[config.mk]
export PLATFORM = sky130hd
export DESIGN_NAME = crc32_stream_engine
export DESIGN_NICKNAME = d
export VERILOG_FILES = /design/src/rtl/crc32_pkg.sv /design/src/rtl/crc32_next.sv /design/src/rtl/crc32_stream_engine.sv
export SDC_FILE = /design/constraint.sdc
export NUM_CORES = 1
export LEC_CHECK = 0
export ABC_AREA = 1
export ABC_CLOCK_PERIOD_IN_PS = 14300
export CORE_MARGIN = 2
export CORE_UTILIZATION = 46
export CTS_BUF_LIST = sky130_fd_sc_hd__clkbuf_8
export CTS_CLUSTER_DIAMETER = 50
export CTS_CLUSTER_SIZE = 14
export DETAILED_ROUTE_END_ITERATION = 7
export PLACE_DENSITY = 0.64
export SYNTH_ARGS = -nofsm -noshare
export SYNTH_HDL_FRONTEND = slang
export SYNTH_HIERARCHICAL = 1
export SYNTH_SLANG_ARGS = --single-unit
[constraint.sdc]
create_clock -name clk -period 14.3 [get_ports clk]
set_input_delay 2.86 -clock clk [delete_from_list [all_inputs] [get_ports clk]]
set_output_delay 2.86 -clock clk [all_outputs]
set_load 0.1 [all_outputs]
[src/rtl/crc32_pkg.sv]
// Shared definitions for the CRC-32 stream engine: polynomial default, FCS residue,
// FSM state type and a bit-reversal helper.
package crc32_pkg;

    localparam logic [31:0] CRC_POLY_DEFAULT = 32'h04C11DB7;
    localparam logic [31:0] CRC_RESIDUE      = 32'hDEBB20E3;

    typedef enum logic {
        ST_IDLE     = 1'b0,
        ST_IN_FRAME = 1'b1
    } crc_state_t;

    function automatic logic [31:0] reverse32(input logic [31:0] v);
        logic [31:0] r;
        r = '0;
        for (int i = 0; i < 32; i++) begin
            r[i] = v[31-i];
        end
        return r;
    endfunction

endpackage

[src/rtl/crc32_next.sv]
// Combinational reflected CRC-32 update over the first nbytes bytes of a beat,
// byte 0 first and LSB-first within each byte.
module crc32_next
    import crc32_pkg::*;
#(
    parameter int          DATA_W   = 64,
    parameter logic [31:0] CRC_POLY = CRC_POLY_DEFAULT
) (
    input  logic [31:0]                  crc,
    input  logic [DATA_W-1:0]            data,
    input  logic [$clog2(DATA_W/8+1)-1:0] nbytes,
    output logic [31:0]                  crc_next
);

    localparam int          NB       = DATA_W / 8;
    localparam int          CNT_W    = $clog2(NB + 1);
    localparam logic [31:0] POLY_REV = reverse32(CRC_POLY);

    always_comb begin
        logic [31:0] c;
        logic        fb;
        c  = crc;
        fb = 1'b0;
        for (int i = 0; i < NB; i++) begin
            if (CNT_W'(i) < nbytes) begin
                for (int b = 0; b < 8; b++) begin
                    fb = c[0] ^ data[i*8 + b];
                    c  = {1'b0, c[31:1]} ^ (fb ? POLY_REV : 32'h0);
                end
            end
        end
        crc_next = c;
    end

endmodule

[src/rtl/crc32_stream_engine.sv]
// Streaming CRC-32 engine: beat register stage, LFSR stage, registered result.
// Optional FCS residue check port enabled by macro CRC32_STREAM_CHECK_EN.
module crc32_stream_engine
    import crc32_pkg::*;
#(
    parameter int          DATA_W   = 64,
    parameter logic [31:0] CRC_INIT = 32'hFFFFFFFF,
    parameter logic [31:0] CRC_POLY = CRC_POLY_DEFAULT
) (
    input  logic                clk,
    input  logic                reset_n,
    input  logic                s_valid,
    output logic                s_ready,
    input  logic [DATA_W-1:0]   s_data,
    input  logic [DATA_W/8-1:0] s_keep,
    input  logic                s_sop,
    input  logic                s_eop,
    output logic                m_valid,
    input  logic                m_ready,
    output logic [31:0]         m_crc,
    output logic [15:0]         m_bytes,
    output logic                m_err,
`ifdef CRC32_STREAM_CHECK_EN
    output logic                m_fcs_ok,
`endif
    output crc_state_t          dbg_state
);

    localparam int NB    = DATA_W / 8;
    localparam int CNT_W = $clog2(NB + 1);

    crc_state_t       state;
    logic             sticky_err;
    logic             adv;
    logic [CNT_W-1:0] keep_run;
    logic [CNT_W-1:0] beat_nbytes;
    logic             keep_err;

    logic              s1_valid;
    logic              s1_sop;
    logic              s1_eop;
    logic              s1_err;
    logic [DATA_W-1:0] s1_data;
    logic [CNT_W-1:0]  s1_nbytes;

    logic [31:0] lfsr;
    logic [31:0] lfsr_base;
    logic [31:0] lfsr_next;
    logic        s2_done;
    logic        s2_err;
    logic [15:0] byte_cnt;
    logic [16:0] cnt_sum;

    // Handshakes: a beat transfers on an edge with s_valid && s_ready, a result on an
    // edge with m_valid && m_ready; a pending unaccepted result freezes the whole pipe.
    assign s_ready   = !(m_valid && !m_ready);
    assign adv       = s_ready;
    assign dbg_state = state;

    // keep_run = bytes below the lowest cleared keep bit.
    always_comb begin
        logic run_done;
        keep_run = '0;
        run_done = 1'b0;
        for (int i = 0; i < NB; i++) begin
            if (run_done || !s_keep[i]) begin
                run_done = 1'b1;
            end else begin
                keep_run = CNT_W'(i + 1);
            end
        end
        beat_nbytes = s_eop ? keep_run : CNT_W'(NB);
        keep_err    = s_eop ? ((s_keep >> keep_run) != '0) : !(&s_keep);
    end

    always_ff @(posedge clk or negedge reset_n) begin
        if (!reset_n) begin
            state      <= ST_IDLE;
            sticky_err <= 1'b0;
            s1_valid   <= 1'b0;
            s1_sop     <= 1'b0;
            s1_eop     <= 1'b0;
            s1_err     <= 1'b0;
            s1_data    <= '0;
            s1_nbytes  <= '0;
        end else if (adv) begin
            s1_valid <= 1'b0;
            if (s_valid) begin
                s1_data   <= s_data;
                s1_nbytes <= beat_nbytes;
                s1_sop    <= s_sop;
                s1_eop    <= s_eop;
                case (state)
                    ST_IDLE: begin
                        if (s_sop) begin
                            s1_valid   <= 1'b1;
                            s1_err     <= keep_err | sticky_err;
                            sticky_err <= 1'b0;
                            state      <= s_eop ? ST_IDLE : ST_IN_FRAME;
                        end else begin
                            sticky_err <= 1'b1;
                        end
                    end
                    ST_IN_FRAME: begin
                        // A sop here abandons the running frame and flags the new one.
                        s1_valid <= 1'b1;
                        s1_err   <= keep_err | s_sop;
                        if (s_eop) begin
                            state <= ST_IDLE;
                        end
                    end
                    default: state <= ST_IDLE;
                endcase
            end
        end
    end

    assign lfsr_base = s1_sop ? CRC_INIT : lfsr;
    assign cnt_sum   = {1'b0, (s1_sop ? 16'h0 : byte_cnt)} + 17'(s1_nbytes);

    crc32_next #(
        .DATA_W   (DATA_W),
        .CRC_POLY (CRC_POLY)
    ) u_next (
        .crc      (lfsr_base),
        .data     (s1_data),
        .nbytes   (s1_nbytes),
        .crc_next (lfsr_next)
    );

    always_ff @(posedge clk or negedge reset_n) begin
        if (!reset_n) begin
            lfsr     <= CRC_INIT;
            byte_cnt <= '0;
            s2_err   <= 1'b0;
            s2_done  <= 1'b0;
        end else if (adv) begin
            s2_done <= s1_valid && s1_eop;
            if (s1_valid) begin
                lfsr     <= lfsr_next;
                byte_cnt <= cnt_sum[16] ? 16'hFFFF : cnt_sum[15:0];
                s2_err   <= (s1_sop ? 1'b0 : s2_err) | s1_err;
            end
        end
    end

    always_ff @(posedge clk or negedge reset_n) begin
        if (!reset_n) begin
            m_valid  <= 1'b0;
            m_crc    <= '0;
            m_bytes  <= '0;
            m_err    <= 1'b0;
`ifdef CRC32_STREAM_CHECK_EN
            m_fcs_ok <= 1'b0;
`endif
        end else if (adv) begin
            if (s2_done) begin
                m_valid  <= 1'b1;
                m_crc    <= ~lfsr;
                m_bytes  <= byte_cnt;
                m_err    <= s2_err;
`ifdef CRC32_STREAM_CHECK_EN
                m_fcs_ok <= (lfsr == CRC_RESIDUE);
`endif
            end else begin
                m_valid <= 1'b0;
            end
        end
    end

endmodule

# Word-level counts from Yosys, hierarchy flattened
# Index checks and enable logic that the tools add are counted.
word_totals:
  ramBits: 0
  latchBits: 0
  n_memories: 0
  elab_cells: 290
  romBits: 0
  output_inout_bits: 52
  regBits: 174
classes:
  eq_ne: 1
  div: 0
  muxes: 103
  shift: 1
  bitwise_logic: 134
  magnitude_cmp: 8
  reduce_logical: 26
  mul: 0
  addsub: 1
op_table:
  columns: ["operator", "n"]
  rows:
  - ["32-bit 2-to-1 mux", 73]
  - ["31-bit by 32-bit XOR with 32-bit output", 64]
  - ["1-bit XOR", 64]
  - ["16-bit 2-to-1 mux", 2]
  - ["32-bit NOT", 1]
  - ["4-bit 2-to-1 mux", 6]
  - ["16-bit by 4-bit adder with 17-bit output", 1]
  - ["1-bit 2-to-1 mux", 17]
  - ["3-bit by 4-bit less-than comparator with 1-bit output (first input constant)", 4]
  - ["1-bit zero test", 10]
  - ["1-bit by 4-bit less-than comparator with 1-bit output (first input constant)", 2]
  - ["2-bit by 4-bit less-than comparator with 1-bit output (first input constant)", 2]
  - ["8-bit AND reduction", 1]
  - ["8-bit nonzero test", 1]
  - ["8-bit by 4-bit right shift with 8-bit output", 1]
  - ["1-bit logical OR", 7]
  - ["1-bit case mux with 2 select lines", 3]
  - ["2-bit AND reduction", 3]
  - ["3-bit AND reduction", 2]
  - ["2-bit 2-to-1 mux", 2]
  - ["1-bit OR", 3]
  - ["1-bit logical AND", 2]
  - ["2-bit inequality test (second input constant)", 1]
  - ["1-bit NOT", 2]

# Depth between registers and ports, before layout
# Gate-level depths: netlist (run 1).
logic_depth:
  depth_word: 201
  mapped_depth: 71
  depth_no_buf: 70

# By module
# Netlist (run 1), hierarchy kept.
by_module_without_submodules:
  columns: ["mod", "seq_area_each_um2", "area_per_inst_um2", "cells_per_inst", "n_inst"]
  rows:
  - ["crc32_next", 0.0, 14873.0, 3123, 1]
  - ["crc32_stream_engine", 4394.2, 7434.6, 859, 1]

# Worst setup path after synthesis (run 1)
# No wires, ideal clock.
synth_timing:
  path_type: "input -> output"
  from: "input m_ready"
  to: "output s_ready"
  setup_slack_ps: 8163
  path_stages: 2
  arrival_ps: 3277
  n_path_buf: 0
  cell_sequence: "nor2_1 inv_2"
synth_via:
  elab_chain_len: 3
synth_rtl:
  columns: ["element", "line", "source"]
  rows:
  - ["from (decl)", "crc32_stream_engine.sv:19", "input logic m_ready,"]
  - ["1-bit zero test", "crc32_stream_engine.sv:56", "assign s_ready = !(m_valid && !m_ready);"]
  - ["1-bit logical AND", "crc32_stream_engine.sv:56", null]
  - ["1-bit zero test", "crc32_stream_engine.sv:56", null]
  - ["to (decl)", "crc32_stream_engine.sv:13", "output logic s_ready,"]
# No other way between the ends.

# Worst setup path in the final report (run 1)
layout_timing:
  from: "register s1_nbytes[2]"
  to: "register lfsr[17]"
layout_via:
  elab_chain_len: 83
layout_rtl:
  columns: ["element", "line", "source"]
  rows:
  - ["from (decl)", "crc32_stream_engine.sv:44", "logic [CNT_W-1:0] s1_nbytes;"]
  - ["from (signal assigned)", "crc32_stream_engine.sv:90", "s1_nbytes <= beat_nbytes;"]
  - ["1-bit by 4-bit less-than comparator with 1-bit output", "crc32_next.sv:25", "if (CNT_W'(i) < nbytes) begin"]
  - ["32-bit 2-to-1 mux", "crc32_next.sv:25", null]
  - ["1-bit XOR / 31-bit by 32-bit XOR with 32-bit output (equally long branches)", "crc32_next.sv:27, crc32_next.sv:28", null]
  - ["32-bit 2-to-1 mux (tied with other cells)", "crc32_next.sv:28", "c = {1'b0, c[31:1]} ^ (fb ? POLY_REV : 32'h0);"]
  - ["31-bit by 32-bit XOR with 32-bit output (tied with other cells) (4 in series)", "crc32_next.sv:28", null]
  - ["31-bit by 32-bit XOR with 32-bit output / 32-bit 2-to-1 mux (equally long branches)", "crc32_next.sv:28", null]
  - ["31-bit by 32-bit XOR with 32-bit output", "crc32_next.sv:28", null]
  - ["1-bit XOR / 31-bit by 32-bit XOR with 32-bit output (equally long branches)", "crc32_next.sv:27, crc32_next.sv:28", null]
  - ["(+62 left out)", null, null]
  - ["32-bit 2-to-1 mux (tied with other cells)", "crc32_next.sv:28", null]
  - ["31-bit by 32-bit XOR with 32-bit output / 32-bit 2-to-1 mux (equally long branches)", "crc32_next.sv:28", null]
  - ["31-bit by 32-bit XOR with 32-bit output / 1-bit XOR (equally long branches)", "crc32_next.sv:28, crc32_next.sv:27", null]
  - ["31-bit by 32-bit XOR with 32-bit output (tied with other cells) (2 in series)", "crc32_next.sv:28", null]
  - ["31-bit by 32-bit XOR with 32-bit output / 32-bit 2-to-1 mux (equally long branches)", "crc32_next.sv:28", null]
  - ["31-bit by 32-bit XOR with 32-bit output (3 in series)", "crc32_next.sv:28", null]
  - ["32-bit 2-to-1 mux *", "crc32_next.sv:25", null]
  - ["named net lfsr_next[17]", "crc32_stream_engine.sv:48", "logic [31:0] lfsr_next;"]
  - ["to (signal assigned)", "crc32_stream_engine.sv:140", "lfsr <= lfsr_next;"]
  - ["to (decl)", "crc32_stream_engine.sv:46", "logic [31:0] lfsr;"]
# Mark *: on every way through the listed nets, which the timed path passes. The rest lies on a longest branch.
# A chain may end at the register's enable or synchronous reset.

==> results of run 1 <==
cell usage after synthesis (18+ instances only):
master	count
inv_1	240
nand2_4	38
a21oi_1	19
xor2_1	87
o21ai_1	18
clkbuf_1	46
nand2_2	159
inv_2	32
xnor2_1	22
nand2_1	1936
nand3_2	66
dfstp_2	32
dfrtp_1	142
nor2_1	91
nand3_1	732
buf_2	32
o21ai_0	106
or2_2	43
registers in the layout, summed over array words and instances, names as in the netlist:
register	cells
s1_data	64
lfsr	32
m_crc	32
byte_cnt	16
m_bytes	16
s1_nbytes	4
dbg_state	1
m_err	1
m_valid	1
s1_eop	1
s1_err	1
s1_sop	1
s1_valid	1
s2_done	1
s2_err	1
sticky_err	1
area by class of cell:
cell class / instances / share of cell area [%]
flip-flops and latches: 174 / 18.0
multi-input cells: 3422 / 66.9
well taps: 615 / 3.15
clock inverters: 14 / 0.789
inverters: 280 / 4.38
clock buffers: 18 / 1.01
repair buffers: 146 / 5.82
tightest hold or removal path: stages, from the launching register on:
cell and delay, ps:
dfstp_2 390, nand2_1 60, nand2_1 40
path summary, 6_finish.rpt:
| kind | startpoint | endpoint | slack, ps | cells past startpoint |
|---|---|---|---|---|
| min in group asynchronous | reset_n | m_bytes[14]$_DFFE_PN0P_ | 2400 | 1 |
| max in group asynchronous | reset_n | s1_data[33]$_DFFE_PN0P_ | 10530 | 2 |
| min | lfsr[29]$_DFFE_PN1P_ | lfsr[29]$_DFFE_PN1P_ | 480 | 2 |
| max reg2reg | s1_nbytes[2]$_DFFE_PN0P_ | lfsr[17]$_DFFE_PN1P_ | 5420 | 50 |
| max | s1_nbytes[2]$_DFFE_PN0P_ | lfsr[17]$_DFFE_PN1P_ | 5420 | 50 |
| min reg2reg | lfsr[29]$_DFFE_PN1P_ | lfsr[29]$_DFFE_PN1P_ | 480 | 2 |
layer usage:
| layer | part of all wire [%] | wire, um | vias to the layer above | track usage, % |
|---|---|---|---|---|
| met1 | 44 | 38000 | 11900 | 47.6 |
| met2 | 44 | 38100 | 1079 | 53.9 |
| li1 | - | - | 12800 | - |
| met4 | 3.4 | 2910 | 0 | 11.8 |
| met5 | 0 | 0 | - | 0 |
| met3 | 7.9 | 6790 | 164 | 4.22 |
through the flow:
step	util, %	worst slack, ps	hold WS, ps
floorplan	-	8160	446
global placement	50.2	5820	459
detailed placement	50.2	5780	462
CTS	51.1	5730	478
global route	51.1	4700	491
finish	51.1	5420	480
kinds of logic after synthesis:
| kind of cell | after synthesis | synth area share (%) |
|---|---|---|
| flops | 174 | 19.7 |
| mux | 7 | 0.342 |
| simple gates | 3117 | 63.1 |
| buf+inv | 386 | 7.24 |
| fa+ha+maj | 5 | 0.314 |
| xor+xnor | 118 | 5.04 |
| compound gates | 175 | 4.27 |
==> impl_metrics.yaml, run 1 <==
outcome:
  outcome: "completed"
logic_synthesis:
  synth_edf_count: 0
  synth_async_sr_flop_share_pct: 100
  synthCells: 3982
  ys_seq_elements: 174
  syn_nets: 4065
  syn-cell-area_sq_um: 22300
  yosysUniqueCellTypes: 53
  synth_top_area_cell: "nand2_1"
  synth_top_area_share_pct: 32.6
  ys_warn_count: 6
  synth-main-ff-cell: "dfrtp_1"
  syn_avg_cell_area_sq_um: 5.60
  ys_top_cells_by_area: "nand2_1, nand3_1, dfrtp_1"
  ys_seq_area_share_pct: 19.7
clock_tree:
  path_clk_slew_ps: 110
  cts_buffers: 17
  cts_resized: 0
  cts_hold_repair.buffers: 0
  clk_latency_ps: 560
  postCtsSetupBuffers: 0
  cts.sinks: 174
  ctsHtreeMaxLevel: 4
  cts_tree: "yes"
  cts_root_buf: "clkbuf_8"
  clk_path_buf_depth: 2
floorplan:
  die_area_sq_um: 50300
  start_util_pct: 46.6
  die_width_um: 224
  row_count: 80
  core_sq_um: 47800
  io_pins: 130
  dieHeight_um: 224
route:
  drt_iter0_markers: 3009
  wire_per_inst_um: 18.4
  drc_errors: 0
  postRouteAntennaNets: 0
  vias: 26000
  vias_per_cell: 5.57
  finalWirelength_um: 85900
  dr.pass1.iters: 6
setup_path:
  cp-end-kind: "register"
  crit_slowest_cell: "nand3_4"
  worst_path_most_repeated_cell: "nand2_1"
  crit_fanout: 53
  cp.arrival_ps: 9380
  cp_slowest_stage_delay_ps: 660
  cpLargestDelayFamily: "simple AND/OR/NAND/NOR gates"
  crit_type: "register to register"
  critPathRequiredTime_ps: 14810
  path_buf_inv: 2
  worstSetupStartpointType: "register"
global_route:
  grt_max_degree: 114
  grt_util_all_layers_pct: 34.0
  grt_overflow: 0
  antenna_found_initial: 0
  grt_pass1_vias: 23000
  grt_pass1_wl_um: 132000
sta:
  fin_skew_ps: 23.5
  maxSlewViolCount: 0
  tightestPinTransition_ps: 1020
  slew_headroom_pct: 31.6
  period_needed_ps: 8880
  finalHoldViolations: 0
  rsz0062_at_grt: "false"
  setup_viol: 0
  fmax_ghz: 0.113
  fin_crit_sh_pct: 62.1
  finalSetupTns_ps: 0
finish:
  nNetsFinal: 4124
  fin_cells: 4669
  final-seq-area_sq_um: 4390
  drive_above_1_share_pct: 11.5
  fin_area_sq_um: 24400
  fillers: 5334
  syn2layout_area_growth_pct: 9.54
  antennaDiodeCount: 0
  final_cell_mix: "nand2_1, nand3_1, inv_1"
  multi_input_area_sq_um: 16300
  mostFrequentLayoutCell: "nand2_1"
placed_design:
  place_congestion: 1.01
  placedCellCount: 4637
  portBuffers: 129
  dpl.hpwl_um: 68200
  placed_cell_area_sq_um: 24000
hold_path:
  hold_class: "register to register"
job:
  drv_cap: 0
Power of run 1 is left out: the tool's default activity adds up to more than one toggle a clock period on the data nets, which glitch-free logic cannot reach.
==> run 2, diff against run 1 <==
Settings changed: ABC_CLOCK_PERIOD_IN_PS 14300 to 7700, PLACE_DENSITY 0.64 to 0.67.
Clock period 14.3 ns to 7.7 ns, I/O delays scaled along.
==> impl_metrics.yaml, run 2 (synthesized netlist as in run 1, its figures left out) <==
finish:
  nNetsFinal: 4284
  multi_input_area_sq_um: 17400
  syn2layout_area_growth_pct: 19.6
  antennaDiodeCount: 0
  final-seq-area_sq_um: 4400
  largest_reg_flops: 64
  drive_above_1_share_pct: 18.8
  mostFrequentLayoutCell: "nand2_1"
  top_register: "s1_data"
  fillers: 5041
  largest_registers: "s1_data (64), lfsr (32), m_crc (32)"
  final_cell_mix: "nand2_1, nand3_1, inv_1"
route:
  postRouteAntennaNets: 0
  wire_per_inst_um: 19.0
  vias_per_cell: 5.59
  drc_errors: 0
  vias: 27000
  drt_iter0_markers: 3551
  finalWirelength_um: 91600
  dr.pass1.iters: 6
setup_path:
  cp-end-kind: "register"
  cp_slowest_stage_delay_ps: 470
  critPathRequiredTime_ps: 8200
  worstSetupStartpointType: "register"
  crit_fanout: 10
  cpLargestDelayFamily: "simple AND/OR/NAND/NOR gates"
  cp.arrival_ps: 7980
  worst_path_most_repeated_cell: "nand2_1"
  crit_slowest_cell: "dfrtp_2"
  crit_type: "register to register"
  startpoint: "s1_sop$_DFFE_PN0P_"
  reg2reg_from: "s1_sop$_DFFE_PN0P_"
  path_buf_inv: 5
clock_tree:
  path_clk_slew_ps: 100
  cts_hold_repair.buffers: 0
  clk_latency_ps: 590
  cts_tree: "yes"
  cts.sinks: 174
  cts_root_buf: "clkbuf_8"
  clk_path_buf_depth: 2
  ctsHtreeMaxLevel: 4
  cts_buffers: 17
floorplan:
  row_count: 80
  dieHeight_um: 224
  start_util_pct: 46.6
  die_area_sq_um: 50300
  io_pins: 130
  core_sq_um: 47800
  die_width_um: 224
placed_design:
  place_congestion: 1.04
  dpl.hpwl_um: 72900
  pre_cts_ws_ps: 109
  portBuffers: 129
job:
  drv_cap: 0
global_route:
  grt_overflow: 0
  antenna_found_initial: 1
  grt_max_degree: 95
  grt_util_all_layers_pct: 35.2
  grt_pass1_vias: 23300
  grt_pass1_wl_um: 136000
sta:
  tightestPinTransition_ps: 1060
  finalHoldViolations: 0
  setup_viol: 0
  slew_headroom_pct: 29.4
  setup_ws_ps: 218
  fmax_ghz: 0.134
  period_needed_ps: 7480
  fin_crit_sh_pct: 97.2
  fin_skew_ps: 55.1
  rsz0062_at_grt: "true"
  maxSlewViolCount: 0
hold_path:
  min-delay-start: "lfsr[23]$_DFFE_PN1P_"
  hold_class: "register to register"
outcome:
  outcome: "completed"
[run 2: changes by cell type in the layout (fill, tap and decap cells not counted), sizes merged]
cell / before / now
buf: 17 / 168
bufinv: 1 / 2
clkbuf: 19 / 21
clkinv: 10 / 8
clkinvlp: 1 / 0
inv: 282 / 285
nand2: 2136 / 2142
[run 2: routing by layer]
layer / vias up / track usage [%] / wire length (um)
li1: 13200 / - / -
met1: 12400 / 50.7 / 40700
met2: 1212 / 55.2 / 40700
met3: 150 / 4.96 / 7750
met4: 2 / 9.34 / 2530
met5: - / 0 / 13
[run 2: what timing repair did]
action / CTS / global route
buffers inserted: 0 / 57
gates resized for setup: 0 / 246
setup endpoints to repair: 0 / 32
[run 2: layout make-up]
cell class                      instances  share of cell area, %
Sequential cell                       174                   16.5
Timing Repair Buffer                  300                   9.85
Tap cell                              615                   2.89
Clock buffer                           17                  0.877
Inverter                              280                   4.05
Multi-Input combinational cell       3428                   65.1
Clock inverter                         15                  0.788
[run 2: worst min-delay path: stages (launching register included)]
cell and delay [ps]:
dfstp_2 390, nand2_1 60, nand2_1 40
[run 2: path summary, 6_finish.rpt]
path	slack, ps	cells after the start	end
max	220	55	lfsr[9]$_DFFE_PN1P_
min	490	2	lfsr[23]$_DFFE_PN1P_
max reg2reg	220	55	lfsr[9]$_DFFE_PN1P_
min reg2reg	490	2	lfsr[23]$_DFFE_PN1P_
max in group asynchronous	5000	2	s1_sop$_DFFE_PN0P_
min in group asynchronous	1000	1	s1_data[52]$_DFFE_PN0P_
[run 2: per-stage QoR]
step / cell area (sq um) / util, % / hold WS (ps) / TNS [ps] / instances
6_report: 26700 / 55.7 / 487 / 0 / 4829
3_3_place_gp: 24700 / 51.7 / 465 / 0 / 4734
2_1_floorplan: 22300 / - / 446 / 0 / 3982
3_5_place_dp: 24700 / 51.7 / 468 / 0 / 4734
5_1_grt: 26700 / 55.7 / 504 / -789 / 4829
4_1_cts: 25200 / 52.6 / 483 / 0 / 4766
Power of run 2 is left out for the same reason.
